<file path="src/rtl/u409_pci_initiator_if.sv">
// Bus bundle between the u409 PCI initiator and its surroundings: the latched
// CPU request, the PCI master drive/enable pair for each line, target responses and status.
interface u409_pci_initiator_if;
    logic        START;
    logic [31:0] A;
    logic [1:0]  PCIAT;
    logic        RnW;
    logic [3:0]  BEn;
    logic [31:0] WDATA;
    logic        GNTn;
    logic        DEVSELn;
    logic        TRDYn;
    logic        STOPn;
    logic [31:0] AD_IN;
    logic [31:0] AD_OUT;
    logic        AD_OE;
    logic [3:0]  CBE_OUT;
    logic        CBE_OE;
    logic        FRAMEn_OUT;
    logic        IRDYn_OUT;
    logic        CTRL_OE;
    logic [31:0] RDATA;
    logic        BUSY;
    logic        DONE;
    logic        RETRY;
    logic        ERR;

    modport master (
        input  START, A, PCIAT, RnW, BEn, WDATA, GNTn, DEVSELn, TRDYn, STOPn, AD_IN,
        output AD_OUT, AD_OE, CBE_OUT, CBE_OE, FRAMEn_OUT, IRDYn_OUT, CTRL_OE,
               RDATA, BUSY, DONE, RETRY, ERR
    );

    modport slave (
        output START, A, PCIAT, RnW, BEn, WDATA, GNTn, DEVSELn, TRDYn, STOPn, AD_IN,
        input  AD_OUT, AD_OE, CBE_OUT, CBE_OE, FRAMEn_OUT, IRDYn_OUT, CTRL_OE,
               RDATA, BUSY, DONE, RETRY, ERR
    );
endinterface

</file>
<file path="src/rtl/u409_pci_initiator.sv">
// Single-data-phase PCI initiator for the 68040 side of the AmigaPCI bridge:
// one address phase, one data phase, then completion/retry/abort status back to the CPU side.
module u409_pci_initiator #(
    parameter int DEVSEL_TIMEOUT = 5
) (
    input  logic                    PCICLK,
    input  logic                    RESET,
    u409_pci_initiator_if.master    bus
);
    localparam logic [3:0] TMO = 4'(DEVSEL_TIMEOUT);

    typedef enum logic [2:0] {S_IDLE, S_WAITGNT, S_ADDR, S_DATA, S_TURN} state_t;

    state_t      state;
    logic [31:0] addr_q;
    logic [31:0] wdata_q;
    logic [1:0]  at_q;
    logic        rnw_q;
    logic [3:0]  ben_q;
    logic [3:0]  cnt;
    logic        seen;

    logic [31:0] ad_out;
    logic [31:0] rdata;
    logic [3:0]  cbe_out;
    logic        ad_oe;
    logic        cbe_oe;
    logic        ctrl_oe;
    logic        frame_n;
    logic        irdy_n;
    logic        busy;
    logic        done;
    logic        retry;
    logic        err;

    logic [31:0] addr_phase;
    logic [3:0]  cmd;
    logic        m_abort;
    logic        t_abort;
    logic        xfer;
    logic        t_retry;
    logic        finish;

    // Address-phase AD[1:0] and bus command, both derived from the access type
    always_comb begin
        addr_phase = addr_q;
        cmd        = 4'b0110;
        case (at_q)
            2'b00: begin
                addr_phase = {addr_q[31:2], 2'b00};
                cmd        = {3'b101, ~rnw_q};
            end
            2'b01: begin
                addr_phase = {addr_q[31:2], 2'b01};
                cmd        = {3'b101, ~rnw_q};
            end
            2'b10: begin
                addr_phase = {addr_q[31:2], 2'b00};
                cmd        = {3'b011, ~rnw_q};
            end
            default: begin
                addr_phase = addr_q;
                cmd        = {3'b001, ~rnw_q};
            end
        endcase
    end

    // Data-phase exit conditions in priority order; TRDY wins over STOP
    assign m_abort = (cnt == TMO) && !seen;
    assign t_abort = !bus.STOPn && bus.DEVSELn && seen;
    assign xfer    = !bus.TRDYn && !bus.DEVSELn;
    assign t_retry = !bus.STOPn && bus.TRDYn && !bus.DEVSELn;
    assign finish  = m_abort || t_abort || xfer || t_retry;

    always_ff @(posedge PCICLK) begin
        if (RESET) begin
            state   <= S_IDLE;
            ad_out  <= '0;
            cbe_out <= 4'hF;
            ad_oe   <= 1'b0;
            cbe_oe  <= 1'b0;
            ctrl_oe <= 1'b0;
            frame_n <= 1'b1;
            irdy_n  <= 1'b1;
            rdata   <= '0;
            busy    <= 1'b0;
            done    <= 1'b0;
            retry   <= 1'b0;
            err     <= 1'b0;
            cnt     <= '0;
            seen    <= 1'b0;
        end else begin
            done  <= 1'b0;
            retry <= 1'b0;
            err   <= 1'b0;
            case (state)
                S_IDLE: begin
                    if (bus.START) begin
                        addr_q  <= bus.A;
                        at_q    <= bus.PCIAT;
                        rnw_q   <= bus.RnW;
                        ben_q   <= bus.BEn;
                        wdata_q <= bus.WDATA;
                        busy    <= 1'b1;
                        state   <= S_WAITGNT;
                    end
                end
                S_WAITGNT: begin
                    if (!bus.GNTn) begin
                        state   <= S_ADDR;
                        frame_n <= 1'b0;
                        irdy_n  <= 1'b1;
                        ad_oe   <= 1'b1;
                        cbe_oe  <= 1'b1;
                        ctrl_oe <= 1'b1;
                        ad_out  <= addr_phase;
                        cbe_out <= cmd;
                    end
                end
                S_ADDR: begin
                    state   <= S_DATA;
                    frame_n <= 1'b1;
                    irdy_n  <= 1'b0;
                    cbe_out <= ben_q;
                    ad_oe   <= ~rnw_q;
                    if (!rnw_q) ad_out <= wdata_q;
                    cnt     <= '0;
                    seen    <= 1'b0;
                end
                S_DATA: begin
                    if (finish) begin
                        state  <= S_TURN;
                        irdy_n <= 1'b1;
                        ad_oe  <= 1'b0;
                        cbe_oe <= 1'b0;
                        busy   <= 1'b0;
                        done   <= 1'b1;
                        if (m_abort) begin
                            err <= 1'b1;
                            if (rnw_q) rdata <= '1;
                        end else if (t_abort) begin
                            err <= 1'b1;
                        end else if (xfer) begin
                            if (rnw_q) rdata <= bus.AD_IN;
                        end else begin
                            retry <= 1'b1;
                        end
                    end else begin
                        if (bus.DEVSELn && cnt != 4'hF) cnt <= cnt + 4'd1;
                        if (!bus.DEVSELn) seen <= 1'b1;
                    end
                end
                S_TURN: begin
                    state   <= S_IDLE;
                    ctrl_oe <= 1'b0;
                    frame_n <= 1'b1;
                    irdy_n  <= 1'b1;
                end
                default: state <= S_IDLE;
            endcase
        end
    end

    assign bus.AD_OUT     = ad_out;
    assign bus.AD_OE      = ad_oe;
    assign bus.CBE_OUT    = cbe_out;
    assign bus.CBE_OE     = cbe_oe;
    assign bus.FRAMEn_OUT = frame_n;
    assign bus.IRDYn_OUT  = irdy_n;
    assign bus.CTRL_OE    = ctrl_oe;
    assign bus.RDATA      = rdata;
    assign bus.BUSY       = busy;
    assign bus.DONE       = done;
    assign bus.RETRY      = retry;
    assign bus.ERR        = err;
endmodule

</file>
<file path="src/flat_wrapper.sv">
// flat-port wrapper written by rule: the top's interface ports become plain ports
module u409_pci_initiator_flat 
#(
    parameter int DEVSEL_TIMEOUT = 5
)
  (PCICLK, RESET, bus_START, bus_A, bus_PCIAT, bus_RnW, bus_BEn, bus_WDATA, bus_GNTn, bus_DEVSELn, bus_TRDYn, bus_STOPn, bus_AD_IN, bus_AD_OUT, bus_AD_OE, bus_CBE_OUT, bus_CBE_OE, bus_FRAMEn_OUT, bus_IRDYn_OUT, bus_CTRL_OE, bus_RDATA, bus_BUSY, bus_DONE, bus_RETRY, bus_ERR);
  u409_pci_initiator_if bus_i ();
  input  logic PCICLK;
  input  logic RESET;
  input wire logic [$bits(bus_i.START)-1:0] bus_START;
  input wire logic [$bits(bus_i.A)-1:0] bus_A;
  input wire logic [$bits(bus_i.PCIAT)-1:0] bus_PCIAT;
  input wire logic [$bits(bus_i.RnW)-1:0] bus_RnW;
  input wire logic [$bits(bus_i.BEn)-1:0] bus_BEn;
  input wire logic [$bits(bus_i.WDATA)-1:0] bus_WDATA;
  input wire logic [$bits(bus_i.GNTn)-1:0] bus_GNTn;
  input wire logic [$bits(bus_i.DEVSELn)-1:0] bus_DEVSELn;
  input wire logic [$bits(bus_i.TRDYn)-1:0] bus_TRDYn;
  input wire logic [$bits(bus_i.STOPn)-1:0] bus_STOPn;
  input wire logic [$bits(bus_i.AD_IN)-1:0] bus_AD_IN;
  output wire logic [$bits(bus_i.AD_OUT)-1:0] bus_AD_OUT;
  output wire logic [$bits(bus_i.AD_OE)-1:0] bus_AD_OE;
  output wire logic [$bits(bus_i.CBE_OUT)-1:0] bus_CBE_OUT;
  output wire logic [$bits(bus_i.CBE_OE)-1:0] bus_CBE_OE;
  output wire logic [$bits(bus_i.FRAMEn_OUT)-1:0] bus_FRAMEn_OUT;
  output wire logic [$bits(bus_i.IRDYn_OUT)-1:0] bus_IRDYn_OUT;
  output wire logic [$bits(bus_i.CTRL_OE)-1:0] bus_CTRL_OE;
  output wire logic [$bits(bus_i.RDATA)-1:0] bus_RDATA;
  output wire logic [$bits(bus_i.BUSY)-1:0] bus_BUSY;
  output wire logic [$bits(bus_i.DONE)-1:0] bus_DONE;
  output wire logic [$bits(bus_i.RETRY)-1:0] bus_RETRY;
  output wire logic [$bits(bus_i.ERR)-1:0] bus_ERR;
  assign bus_i.START = bus_START;
  assign bus_i.A = bus_A;
  assign bus_i.PCIAT = bus_PCIAT;
  assign bus_i.RnW = bus_RnW;
  assign bus_i.BEn = bus_BEn;
  assign bus_i.WDATA = bus_WDATA;
  assign bus_i.GNTn = bus_GNTn;
  assign bus_i.DEVSELn = bus_DEVSELn;
  assign bus_i.TRDYn = bus_TRDYn;
  assign bus_i.STOPn = bus_STOPn;
  assign bus_i.AD_IN = bus_AD_IN;
  assign bus_AD_OUT = bus_i.AD_OUT;
  assign bus_AD_OE = bus_i.AD_OE;
  assign bus_CBE_OUT = bus_i.CBE_OUT;
  assign bus_CBE_OE = bus_i.CBE_OE;
  assign bus_FRAMEn_OUT = bus_i.FRAMEn_OUT;
  assign bus_IRDYn_OUT = bus_i.IRDYn_OUT;
  assign bus_CTRL_OE = bus_i.CTRL_OE;
  assign bus_RDATA = bus_i.RDATA;
  assign bus_BUSY = bus_i.BUSY;
  assign bus_DONE = bus_i.DONE;
  assign bus_RETRY = bus_i.RETRY;
  assign bus_ERR = bus_i.ERR;
  u409_pci_initiator #(.DEVSEL_TIMEOUT(DEVSEL_TIMEOUT)) u_core (.PCICLK(PCICLK), .RESET(RESET), .bus(bus_i));
endmodule
</file>
<file path="config.mk">
export PLATFORM = sky130hd
export DESIGN_NAME = u409_pci_initiator_flat
export DESIGN_NICKNAME = d
export VERILOG_FILES = /design/src/rtl/u409_pci_initiator_if.sv /design/src/rtl/u409_pci_initiator.sv /design/src/flat_wrapper.sv
export SDC_FILE = /design/constraint.sdc
export NUM_CORES = 1
export LEC_CHECK = 0
export ABC_AREA = 1
export CORE_MARGIN = 4
export CORE_UTILIZATION = 46
export DETAILED_ROUTE_END_ITERATION = 6
export HOLD_SLACK_MARGIN = 0.02
export PLACE_DENSITY = 0.79
export SLEW_MARGIN = 20
export SYNTH_ARGS = -nofsm -noshare
export SYNTH_HDL_FRONTEND = slang
export SYNTH_SLANG_ARGS = --single-unit
</file>
<file path="constraint.sdc">
create_clock -name PCICLK -period 9.1 [get_ports PCICLK]
set_input_delay 1.365 -clock PCICLK [delete_from_list [all_inputs] [get_ports PCICLK]]
set_output_delay 1.365 -clock PCICLK [all_outputs]
set_load 0.01 [all_outputs]
</file>
==> results.py <==
metrics = {
    "drt": {
        "routed_via_density": 5.03,
        "drt_iter0_drc": 449,
        "drc_errors": 0,
        "ant_nets": 0,
        "totalWireLength_um": 14600,
        "via_count": 4832,
        "drt-pass1-iter-count": 6,
        "wl_per_cell_um": 15.2,
    },
    "yosys": {
        "ys_seq_elements": 156,
        "yosys-top-cells-area": "edfxtp_1 (36%), dfxtp_1 (29%), nand2_1 (8.2%)",
        "ys_types": 27,
        "syn_nets": 711,
        "synthCells": 599,
        "ys_seq_area_share_pct": 64.6,
        "yosys_warnings": 0,
        "synth.avg_cell_area_um2": 9.91,
        "synth_top_cell_area_share_pct": 35.9,
        "synth_top_area_cell": "edfxtp_1",
        "syn-cell-area_um2": 5930,
    },
    "floorplanning": {
        "die_w_um": 122,
        "ios": 187,
        "dieArea_um2": 14800,
        "num_rows": 41,
        "core_um2": 12600,
        "die_y_um": 122,
        "start_util_pct": 47.0,
    },
    "cells_and_area": {
        "regArea_um2": 3830,
        "fin_cells": 961,
        "mostFrequentLayoutCell": "clkdlybuf4s50_1",
        "fillers": 985,
        "multi_input_area_um2": 1750,
        "final_cell_mix": "clkdlybuf4s50_1 (186), nand2_1 (130), dfxtp_1 (85), nor2_1 (80), edfxtp_1 (71)",
        "drive_gt1_share_pct": 5.96,
        "antennaDiodeCount": 0,
        "nNetsFinal": 888,
        "areaGrowthSynthToFinish_pct": 43.3,
    },
    "critical_path": {
        "critical_path_arrival_ps": 3440,
        "cp_common_cell": "nor2_1",
        "worst-path-buf-inv": 2,
        "crit_path_end_kind": "flop",
        "critPathKind": "input port to flop",
        "cp_slowest_stage_delay_ps": 520,
        "critPathMaxFanout": 33,
        "cp_slowest_cell": "inv_2",
        "rr_worst_depth": 12,
        "r2r-start": "u_core.cnt[1]$_SDFFE_PP0P_",
        "required_ps": 9450,
        "crit_chain": "clkdlybuf4s50_1 > or2_2 > a21boi_1 > nand2_2 > inv_2 > nor2_1 > nor2_1",
        "cp_num_cells": 7,
        "rrSetupSlack_ps": 6600,
        "r2r-end": "u_core.bus.RDATA[13]$_SDFFE_PP0P_",
        "startpoint_type": "input port",
        "crit_start": "bus_DEVSELn",
        "path_delay_family": "buffers and inverters",
    },
    "outcome": {
        "status": "finished, final reports clean",
    },
    "hold_path": {
        "worstHoldStart": "u_core.ben_q[0]$_DFFE_PP_",
        "whs_endpoint": "u_core.bus.CBE_OUT[0]$_SDFFE_PP1P_",
        "min_path_cells": 2,
        "holdCritPathClass": "flop to flop",
    },
    "sta": {
        "fin_crit_ps": 3080,
        "rsz0062_at_grt": "no",
        "slew_headroom_pct": 35.5,
        "setup_viol": 0,
        "final_hold_viol_count": 0,
        "slew_violations": 0,
        "tightest_slew_ps": 964,
        "fin_crit_sh_pct": 33.9,
        "max_freq_mhz": 324,
        "tns_ps": 0,
        "skew_ps": 8.82,
    },
    "grt": {
        "grt_pass1_vias": 4747,
        "grt_start_max_net_pins": 77,
        "grt_usage_pct": 19.9,
        "antenna_found_initial": 0,
        "grt_pass1_wl_um": 22900,
        "grt-ovfl-total": 0,
    },
    "power_and_ir_drop": {
        "p_leak_nw": 3.59,
        "vdd.ir_drop.worst_v": 0.000126,
        "powerDensity_nw_per_um2": 205,
    },
    "clocking": {
        "clkTransAtPathRegs_ps": 60,
        "cts_setup_buffers": 0,
        "cts_max_level": 4,
        "cts_buffers": 17,
        "cts_tree": "built",
        "clock-sinks": 156,
        "ctsHoldBuffers": 0,
        "clock_path_buffers": 2,
        "insertion_delay_ps": 420,
        "cts_resized": 0,
        "cts_root_buffer": "clkbuf_16",
    },
    "placed_design": {
        "place.detailed.hpwl_um": 9750,
        "numPortBuffers": 186,
        "placed_cells": 929,
        "routabilityCongestion": 0.801,
    },
    "job": {
        "cap_violations": 0,
    },
}
## sequential cells by signal, indices dropped and copies added, names as in the netlist, 2 cells and up
register,flops
u_core.ben_q,4
u_core.wdata_q,32
u_core.cnt,4
u_core.state,3
u_core.addr_q,32
u_core.at_q,2
u_core.bus.RDATA,32
u_core.bus.CBE_OUT,4
u_core.bus.AD_OUT,32
## worst register-to-register path, cell delays in order, from the launching register on
cell	delay (ps)
dfxtp_1	400
inv_1	70
ha_1	180
nand2_1	70
inv_2	40
nand2_4	280
nand3_1	130
nand2_1	150
inv_2	60
nand2_2	380
inv_2	350
nor2_1	210
nor2_1	70
## metrics by stage
step                cell area (um^2)  hold slack [ps]  total power, mW  util [%]  setup WS [ps]
floorplan                       5930              446            0.915         -           2200
CTS                             8500              472             1.76      67.4           6050
finish                          8500              468             1.75      67.4           6020
detailed placement              7880              458             1.03      62.5           5610
global placement                7880              460             1.03      62.5           5700
global route                    8500              491             1.81      67.4           5820
## where the power goes
part	total [mW]	switching, mW	leakage, nW	internal [mW]
logic	0.215	0.101	1.94	0.114
registers	0.805	0.0240	1.35	0.781
clock network	0.727	0.282	0.303	0.444
## worst max path at each step
stage                                             end  slack (ps)
floorplan                  u_core.addr_q[0]$_DFFE_PP_        2200
global route                u_core.bus.ERR$_SDFF_PP0_        5820
finish              u_core.bus.RDATA[13]$_SDFFE_PP0P_        6020
detailed placement  u_core.bus.RDATA[17]$_SDFFE_PP0P_        5610
global placement     u_core.bus.RDATA[0]$_SDFFE_PP0P_        5700
CTS                 u_core.bus.RDATA[17]$_SDFFE_PP0P_        6050
## synthesized netlist by cell type
| master | instances |
|---|---|
| nand4_1 | 3 |
| o211a_1 | 30 |
| a31oi_1 | 1 |
| inv_1 | 53 |
| nor2_2 | 2 |
| nor2_1 | 80 |
| or2_2 | 1 |
| o21ai_0 | 42 |
| o21ai_4 | 1 |
| edfxtp_1 | 71 |
| o211ai_1 | 2 |
| o2111ai_1 | 2 |
| nor3b_1 | 2 |
| inv_2 | 3 |
| buf_6 | 3 |
| nand3_1 | 40 |
| nand2_4 | 1 |
| a21oi_1 | 11 |
| nor3_1 | 1 |
| nand2_1 | 130 |
| nand2_2 | 3 |
| a21boi_1 | 1 |
| clkbuf_1 | 17 |
| dfxtp_1 | 85 |
| buf_2 | 10 |
| o22ai_1 | 2 |
| ha_1 | 2 |
## final cells by class
| type | instances | area share, % |
|---|---|---|
| inverter | 56 | 2.49 |
| clock inverter | 11 | 1.52 |
| tap | 172 | 2.53 |
| timing repair buffer | 188 | 22.1 |
| multi-input combinational | 357 | 20.5 |
| sequential | 156 | 45.1 |
| clock buffer | 21 | 5.78 |
## cells by family after synthesis
logic type      count (synthesis)  share of synthesized area, %
buf+inv                        86                          6.03
compound gates                 92                          10.8
fa+ha+maj                       2                         0.422
simple gates                  263                          18.1
flops                         156                          64.6
## routing by layer
metal | vias to the layer above | share of wire [%] | routed length (um) | track usage [%]
li1 | 2343 | - | - | -
met1 | 2226 | 41 | 5920 | 23.9
met2 | 229 | 47 | 6840 | 32.0
met3 | 34 | 9.8 | 1430 | 7.38
met4 | 0 | 2.7 | 387 | 9.17
met5 | - | 0 | 0 | 0
(Power assumes the default switching activity.)
